==> src/rtl/mac_dot_ctrl.sv <==
// Dot-product sequencer: holds two operand vectors and streams them into an
// external one-cycle MAC, then captures the accumulated result.
module mac_dot_ctrl #(
    parameter int DEPTH = 8
) (
    input  logic               clk,
    input  logic               reset_n,
    input  logic               wr_en,
    input  logic               wr_sel,
    input  logic [2:0]         wr_addr,
    input  logic signed [7:0]  wr_data,
    input  logic               start,
    input  logic [3:0]         len,
    output logic               busy,
    output logic               done,
    output logic signed [15:0] result,
    output logic               mac_reset,
    output logic signed [7:0]  mac_a,
    output logic signed [7:0]  mac_b,
    output logic               mac_valid_in,
    input  logic signed [15:0] mac_f,
    input  logic               mac_valid_out
);

    localparam int         AW      = (DEPTH > 1) ? $clog2(DEPTH) : 1;
    localparam logic [3:0] DEPTH_L = 4'(DEPTH);

    typedef enum logic [2:0] {
        IDLE,
        CLEAR,
        ISSUE,
        DRAIN,
        DONE
    } state_t;

    state_t state_q, state_d;

    logic [3:0] eff_len_q, eff_len_d;
    logic [3:0] idx_q, idx_d;
    logic [3:0] cnt_q, cnt_d;
    logic [2:0] drain_q, drain_d;

    logic signed [7:0] buf_a_q [DEPTH];
    logic signed [7:0] buf_a_d [DEPTH];
    logic signed [7:0] buf_b_q [DEPTH];
    logic signed [7:0] buf_b_d [DEPTH];

    logic               done_q, done_d;
    logic signed [15:0] result_q, result_d;
    logic               mac_reset_q, mac_reset_d;
    logic               mac_valid_in_q, mac_valid_in_d;
    logic signed [7:0]  mac_a_q, mac_a_d;
    logic signed [7:0]  mac_b_q, mac_b_d;

    always_comb begin
        state_d   = state_q;
        eff_len_d = eff_len_q;
        idx_d     = idx_q;
        cnt_d     = cnt_q;
        drain_d   = drain_q;
        buf_a_d   = buf_a_q;
        buf_b_d   = buf_b_q;
        result_d  = result_q;
        done_d    = (state_q == DONE);

        // MAC completions are counted from CLEAR onward so early pulses are not lost
        if ((state_q == CLEAR || state_q == ISSUE || state_q == DRAIN) && mac_valid_out) begin
            cnt_d = cnt_q + 4'd1;
        end

        case (state_q)
            IDLE: begin
                if (wr_en && (32'(wr_addr) < DEPTH)) begin
                    if (wr_sel) begin
                        buf_b_d[wr_addr[AW-1:0]] = wr_data;
                    end else begin
                        buf_a_d[wr_addr[AW-1:0]] = wr_data;
                    end
                end
                if (start) begin
                    eff_len_d = (len > DEPTH_L) ? DEPTH_L : len;
                    cnt_d     = '0;
                    idx_d     = '0;
                    drain_d   = '0;
                    if (eff_len_d != 4'd0) begin
                        state_d = CLEAR;
                    end else begin
                        state_d  = DONE;
                        result_d = '0;
                    end
                end
            end
            CLEAR: begin
                state_d = ISSUE;
                idx_d   = '0;
            end
            ISSUE: begin
                if (idx_q == eff_len_q - 4'd1) begin
                    state_d = DRAIN;
                    drain_d = '0;
                end else begin
                    idx_d = idx_q + 4'd1;
                end
            end
            DRAIN: begin
                if (mac_valid_out && (cnt_q + 4'd1 == eff_len_q)) begin
                    result_d = mac_f;
                    state_d  = DONE;
                end else if (drain_q == 3'd7) begin
                    result_d = 16'sh8000;
                    state_d  = DONE;
                end else begin
                    drain_d = drain_q + 3'd1;
                end
            end
            DONE: begin
                state_d = IDLE;
            end
            default: begin
                state_d = IDLE;
            end
        endcase

        // MAC-side outputs are registered from the upcoming state so they line up with it
        mac_reset_d    = (state_d == CLEAR);
        mac_valid_in_d = (state_d == ISSUE);
        mac_a_d        = mac_valid_in_d ? buf_a_q[idx_d[AW-1:0]] : '0;
        mac_b_d        = mac_valid_in_d ? buf_b_q[idx_d[AW-1:0]] : '0;
    end

    always_ff @(posedge clk or negedge reset_n) begin
        if (!reset_n) begin
            state_q        <= IDLE;
            eff_len_q      <= '0;
            idx_q          <= '0;
            cnt_q          <= '0;
            drain_q        <= '0;
            done_q         <= 1'b0;
            result_q       <= '0;
            mac_reset_q    <= 1'b1;
            mac_valid_in_q <= 1'b0;
            mac_a_q        <= '0;
            mac_b_q        <= '0;
            for (int unsigned i = 0; i < DEPTH; i++) begin
                buf_a_q[i] <= '0;
                buf_b_q[i] <= '0;
            end
        end else begin
            state_q        <= state_d;
            eff_len_q      <= eff_len_d;
            idx_q          <= idx_d;
            cnt_q          <= cnt_d;
            drain_q        <= drain_d;
            done_q         <= done_d;
            result_q       <= result_d;
            mac_reset_q    <= mac_reset_d;
            mac_valid_in_q <= mac_valid_in_d;
            mac_a_q        <= mac_a_d;
            mac_b_q        <= mac_b_d;
            for (int unsigned i = 0; i < DEPTH; i++) begin
                buf_a_q[i] <= buf_a_d[i];
                buf_b_q[i] <= buf_b_d[i];
            end
        end
    end

    assign busy         = (state_q != IDLE);
    assign done         = done_q;
    assign result       = result_q;
    assign mac_reset    = mac_reset_q;
    assign mac_valid_in = mac_valid_in_q;
    assign mac_a        = mac_a_q;
    assign mac_b        = mac_b_q;

endmodule

==> config.mk <==
export PLATFORM = sky130hd
export DESIGN_NAME = mac_dot_ctrl
export DESIGN_NICKNAME = d
export VERILOG_FILES = /design/src/rtl/mac_dot_ctrl.sv
export SDC_FILE = /design/constraint.sdc
export NUM_CORES = 1
export LEC_CHECK = 0
export CORE_ASPECT_RATIO = 1.2
export CORE_MARGIN = 8
export CORE_UTILIZATION = 60
export DETAILED_ROUTE_END_ITERATION = 16
export DONT_BUFFER_PORTS = 1
export HOLD_SLACK_MARGIN = 0.1
export PLACE_DENSITY = 0.81
export SYNTH_ARGS = -nofsm -noshare
export SYNTH_HDL_FRONTEND = slang
export SYNTH_SLANG_ARGS = --single-unit
==> constraint.sdc <==
create_clock -name clk -period 3.8 [get_ports clk]
set_clock_uncertainty 0.1 [all_clocks]
set_input_delay 0.76 -clock clk [delete_from_list [all_inputs] [get_ports clk]]
set_output_delay 0.76 -clock clk [all_outputs]
set_load 0.05 [all_outputs]
==> results of run 1 <==
cells in the final DEF (no fill, tap or decap), types with 3 or more instances in the layout:
cell / synthesis / final
a31oi_1: 15 / 15
o22a_1: 15 / 15
nand2b_1: 3 / 3
nand2_1: 85 / 85
ha_1: 5 / 5
clkinvlp_4: 0 / 4
a22o_1: 17 / 17
nand3b_1: 3 / 3
inv_1: 6 / 6
and2_1: 3 / 3
nor2b_1: 5 / 4
xnor2_1: 8 / 8
clkbuf_16: 0 / 17
o21ai_0: 4 / 4
mux2i_1: 3 / 3
nor2_1: 13 / 13
buf_4: 1 / 9
mux2_1: 4 / 4
o2111a_1: 16 / 16
inv_2: 3 / 3
clkbuf_8: 4 / 4
nor3_1: 18 / 18
nand3_1: 21 / 21
a21oi_1: 3 / 3
dfrtp_1: 180 / 180
and3_1: 3 / 3
xor2_1: 8 / 8
mux2_2: 140 / 140
bufinv_16: 0 / 3
nor3b_1: 3 / 3
report_power, final:
group	switching, uW	internal [uW]
clock network	719	1100
registers	852	2480
logic	1960	1520
flip-flops by register name, summed over array words and instances (netlist names):
name and cells:
buf_a_q 64, buf_b_q 64, cnt_q 4, done 1, drain_q 3, eff_len_q 4, idx_q 4, mac_a 8
mac_b 8, mac_reset 1, mac_valid_in 1, result 16, state_q 3
final cells by class:
class	count	area [um2]	area share (%)
Inverter	9	33.8	0.377
Timing Repair Buffer	10	87.6	0.978
Tap cell	171	214	2.39
Clock buffer	21	480	5.36
Multi-Input combinational cell	427	3470	38.7
Sequential cell	181	4530	50.6
Clock inverter	11	148	1.65
layer usage:
| layer | GRT usage (%) | vias up | routed length (um) |
|---|---|---|---|
| met5 | 0 | - | 0 |
| met1 | 25.7 | 2713 | 7090 |
| met2 | 37.2 | 217 | 9140 |
| li1 | - | 2345 | - |
| met4 | 8.57 | 0 | 382 |
| met3 | 6.88 | 27 | 1570 |
cells in the mapped netlist (all sizes together) (4+ instances only):
cell / number
o21ai: 4
nor3b: 5
nor2: 13
o2111a: 16
a31oi: 15
o22a: 15
a22o: 17
inv: 9
nor3: 21
ha: 5
nand2: 85
buf: 11
and3: 7
xnor2: 8
nor2b: 6
dfrtp: 180
mux2: 144
clkbuf: 32
xor2: 8
nand3: 21
stage by stage:
step / area (um2) / util [%]
after floorplan: 8250 / -
after detailed placement: 8330 / 61.1
after global routing: 8960 / 65.7
after global placement: 8330 / 61.1
final: 8960 / 65.7
after CTS: 8960 / 65.7
cells by family after synthesis:
family	after synthesis	share of synthesized area (%)
buf+inv	52	3.13
fa+ha+maj	5	0.759
compound gates	83	8.39
simple gates	175	10.8
mux	147	20.0
flops	181	54.9
xor+xnor	17	1.97
worst max-delay path by stage:
stage,endpoint,cells after the start
global placement,mac_b[7],6
finish,mac_a[5],9
global route,mac_b[7],9
floorplan,mac_a[0],6
CTS,mac_b[7],9
detailed placement,mac_b[7],6
==> flow_metrics.tcl, run 1 <==
set metrics [dict create \
    run_status "finished with violations" \
    violations "negative hold slack" \
    synthesis.nets 702 \
    detail_route.vias_per_cell 6.39 \
    cell_area_after_synthesis_mm2 0.00825 \
    dp_slack_ns 0.763 \
    number_of_input_and_output_port_buffers_inserted 0 \
    placementRows 47 \
    ranking_of_synthesized_cells_by_area "dfrtp_1, mux2_2, nand2_1, o2111a_1, a22o_1" \
    initial_antenna_violation_count 0 \
    post_synth_num_cell_types 56 \
    gp_routability_congestion 0.798 \
    placedCellCount 798 \
    fill_cells 970 \
    synth.yosys.warnings 0 \
    timing.critical_path.arrival_ns 3.32 \
    critical_setup_path_class "reg2reg" \
    post_cts.repair.setup_buffers 0 \
    cpPeakStageDelay_ns 0.58 \
    floorplan_die_height_um 144 \
    vias 5302 \
    crit_top_cell "xnor2_1" \
    postCtsResizedCells 0 \
    worst_hold_path_type "in2async" \
    holdWs_ns -0.0783 \
    syn_avg_cell_area_um2 12.5 \
    drt_iter0_markers 336 \
    diodes 0 \
    critPathMaxFanout 18 \
    fin_nets 688 \
    grt_use_total_pct 22.0 \
    detail_route.first_pass.iterations 5 \
    final_count_of_negative_setup_slack_endpoints 0 \
    worstSetupStartpointType "flop" \
    critical_path.top_delay_family "compound AO/OA/AOI/OAI gates" \
    critPathCaptureType "flop" \
    most_used_flip_flop_cell_after_synthesis "dfrtp_1" \
    wirelength_um 18200 \
    regToRegEndpoint "mac_a[5]" \
    number_of_cells_traversed_by_the_worst_register_to_register_path 9 \
    final_max_slew_viol_count 0 \
    clock_transition_at_the_register_clock_pins_on_the_worst_setup_and_hold_paths_after_cts_ns 0.07 \
    die_area_mm2 0.0178 \
    core_mm2 0.0136 \
    first_global_vias 5712 \
    global_route.overflow_total 0 \
    setup.reg_to_reg.worst_slack_ns 0.74 \
    final_antenna_net_count 0 \
    post_route_cells_drive_above_1_share_pct 30.5 \
    final.period_utilization_pct 80.5 \
    synth_top_area_share_pct 54.6 \
    drv.max_cap_violation_count 0 \
    place_hpwl_um 11800 \
    slew_hr_pct 37.7 \
    critical_path.reg2reg.startpoint "cnt_q[0]" \
    clk_root_buffer_cell "clkbuf_16" \
    grt_setup_unrepaired "no" \
    grt_pass1_wl_um 29900 \
    ys_seq_elements 181 \
    floorplan.die.width_um 123 \
    longest_clk_path_bufs 2 \
    cellPowerDensity_mw_per_mm2 964 \
    avgRoutedWirePerCell_um 21.9 \
    grt_max_degree 182 \
    cts_inserted_buffers 17 \
    layout.cells.non_filler 830 \
    static-leakage-power_uw 0.00421 \
    cts_tree "built" \
    finalCriticalPeriod_ns 3.06 \
    worstSkewPairLatency_ns 0.43 \
    synth_async_sr_flop_share_pct 100 \
    slowest_stage_cell_crit_path "o32a_1" \
    final-hold-violation-count 180 \
    sequential_area_share_after_synthesis_pct 54.9 \
    p_total_uw 8640 \
    htree_levels 4 \
    final.setup.worst_slack_ns 0.741 \
    worstPathRequired_ns 4.07 \
    io_pins 73 \
    cp.buffers_inverters 2 \
    cts_num_sinks 181 \
    area.growth.synth_to_final_pct 8.65 \
    achievable-frequency_mhz 327 \
    fin_setup_tns_ns 0 \
    synthesis.instances 660 \
    synth_edf_count 0 \
    starting_density_pct 60.4 \
    cp-startpoint "cnt_q[0]" \
    crit_path_cell_trace "ha_1 > xnor2_1 > xnor2_1 > o31a_1 > o32a_1 > inv_1 > nor4_4 > buf_4 > o2111a_1" \
    synth.largest_area_cell "dfrtp_1" \
    post-route-drc-count 0 \
    ir_drop_uv 675 \
    max_slew.worst_pin.slew_ns 0.931 \
]
No activity file was read; power rests on OpenSTA's default activity.
==> run 2, diff against run 1 <==
Settings changed: CORE_UTILIZATION 60 to 57, PLACE_DENSITY 0.81 to 0.8.
Clock period 3.8 ns to 2.6 ns, I/O delays scaled along.
==> run 2 against run 1 <==
Compared with the run above: the flow finishes with violations (negative hold slack, negative setup slack); final cell count increased by 4.5%; non-clock buffer count increased by 33; critical endpoint is now mac_b[7]; worst setup slack got worse by 0.75 ns.
==> flow_metrics.tcl, run 2 (synthesized netlist as in run 1, its figures left out) <==
set metrics [dict create \
    die_area_mm2 0.0186 \
    cpPeakStageDelay_ns 0.42 \
    gp_routability_congestion 0.766 \
    final_max_slew_viol_count 0 \
    placed_cell_area_mm2 0.00863 \
    grt_max_degree 182 \
    cts_num_sinks 181 \
    worst_hold_path_type "in2async" \
    final_antenna_net_count 0 \
    initial_antenna_violation_count 0 \
    number_of_buffers_inserted_by_hold_repair_at_cts 1 \
    grt_use_total_pct 21.2 \
    crit_path_cell_trace "ha_4 > xnor2_2 > xnor2_1 > o31a_1 > nor2b_4 > or3_4 > nor4_4 > buf_12 > o2111a_1" \
    violations "negative hold slack, negative setup slack" \
    placementRows 48 \
    diodes 0 \
    critPathMaxFanout 17 \
    timing.critical_path.arrival_ns 2.87 \
    first_global_vias 5720 \
    drt_iter0_markers 356 \
    cp.buffers_inverters 1 \
    post_route_cells_drive_above_1_share_pct 35.3 \
    final_count_of_negative_setup_slack_endpoints 2 \
    final.setup.worst_slack_ns -0.00734 \
    floorplan.die.width_um 126 \
    worstSetupStartpointType "flop" \
    clk_root_buffer_cell "clkbuf_16" \
    longest_clk_path_bufs 2 \
    slowest_stage_cell_crit_path "dfrtp_1" \
    ir_drop_uv 885 \
    critPathCaptureType "flop" \
    clock_transition_at_the_register_clock_pins_on_the_worst_setup_and_hold_paths_after_cts_ns 0.07 \
    p_total_uw 13500 \
    place_hpwl_um 12500 \
    run_status "finished with violations" \
    grt_pass1_wl_um 30600 \
    worstSkewPairLatency_ns 0.43 \
    critical_setup_path_class "reg2reg" \
    detail_route.first_pass.iterations 4 \
    fill_cells 1019 \
    wirelength_um 19000 \
    critical_path.top_delay_family "simple AND/OR/NAND/NOR gates" \
    floorplan_die_height_um 148 \
    most_frequent_standard_cell_in_the_layout_excluding_fill_and_tap_cells "dfrtp_1" \
    area.growth.synth_to_final_pct 13.1 \
    layout.cells.non_filler 867 \
    final.period_utilization_pct 100 \
    multi_input_area_mm2 0.00353 \
    cts_tree "built" \
    htree_levels 4 \
    holdWs_ns -0.320 \
    global_route.overflow_total 0 \
    seqCellArea_mm2 0.00453 \
    avgRoutedWirePerCell_um 21.9 \
    grt_setup_unrepaired "yes" \
    vias 5449 \
    finalCriticalPeriod_ns 2.61 \
    fin_nets 721 \
    starting_density_pct 57.7 \
    core_mm2 0.0143 \
    post-route-drc-count 0 \
    slew_hr_pct 55.7 \
    detail_route.vias_per_cell 6.28 \
    achievable-frequency_mhz 384 \
    static-leakage-power_uw 0.00439 \
    post_route_cell_area_mm2 0.00933 \
    cellPowerDensity_mw_per_mm2 1440 \
    max_slew.worst_pin.slew_ns 0.663 \
    cts_inserted_buffers 17 \
    io_pins 73 \
    placedCellCount 832 \
    drv.max_cap_violation_count 0 \
    worstPathRequired_ns 2.86 \
    mostFrequentLayoutCells "dfrtp_1, mux2_2, nand2_1" \
    dp_slack_ns -0.0299 \
    final-hold-violation-count 181 \
    number_of_input_and_output_port_buffers_inserted 0 \
]
## run 2: changes by cell type in the layout (fill, tap and decap cells not counted), sizes merged
| cell | before | now |
|---|---|---|
| clkbuf | 21 | 18 |
| buf | 10 | 41 |
| clkinvlp | 4 | 7 |
| dlygate4sd3 | 0 | 1 |
| inv | 10 | 11 |
## run 2: worst paths after layout
| check | start | to | slack (ns) | cells after the start |
|---|---|---|---|---|
| setup / recovery | cnt_q[0] | mac_b[7] | -0.007 | 9 |
| hold / removal | reset_n | buf_b_q[0] | -0.32 | 0 |
| setup reg to reg | cnt_q[0] | mac_b[7] | -0.007 | 9 |
| hold reg to reg | buf_a_q[37] | buf_a_q[37] | 0.40 | 1 |
| max in group asynchronous | reset_n | buf_a_q[1] | 2.46 | 0 |
| min in group clk | mac_f[9] | result[9] | 0.13 | 1 |
## run 2: final cells by class
class                   instances  share of cell area (%)
repair buffers                 43                    4.39
multi-input cells             427                    37.8
inverters                       9                   0.362
clock buffers                  17                    4.56
clock inverters                15                    1.92
well taps                     175                    2.35
flip-flops and latches        181                    48.6
## run 2: through the flow
step	util (%)	hold slack, ns	setup TNS (ns)
3_3_place_gp	60.4	0.132	0
5_1_grt	65.2	-0.346	-1.30
2_1_floorplan	-	0.124	-0.286
6_report	65.2	-0.320	-0.0110
4_1_cts	64.9	-0.331	-0.213
3_5_place_dp	60.4	0.130	-0.0944
## run 2: report_power, final
part	total, uW	internal [uW]	leakage, uW	switching (uW)
clock	2600	1510	0.000274	1090
combinational	6020	2890	0.00169	3130
sequential	4840	3630	0.00243	1210
total	13500	8030	0.00439	5430
## run 2: what timing repair did
item	4_1_cts	5_1_grt
setup buffers	0	1
gates resized for setup	6	6
pin swaps	0	4
setup endpoints to repair	16	24
cloned	0	1
hold endpoints to repair	182	181
## run 2: worst reg2reg max path, delay by kind of cell (launching register included)
family / cells / cell delay [ns]
compound gates: 2 / 0.52
xor+xnor: 2 / 0.28
fa+ha+maj: 1 / 0.18
buf+inv: 1 / 0.20
flops: 1 / 0.42
simple gates: 3 / 0.84
## run 2: layer usage
layer	routed length [um]	up-vias	GRT usage [%]
met5	0	-	0
met4	572	0	9.70
met3	1580	49	6.70
met2	9560	191	35.6
met1	7260	2797	24.4
li1	-	2412	-
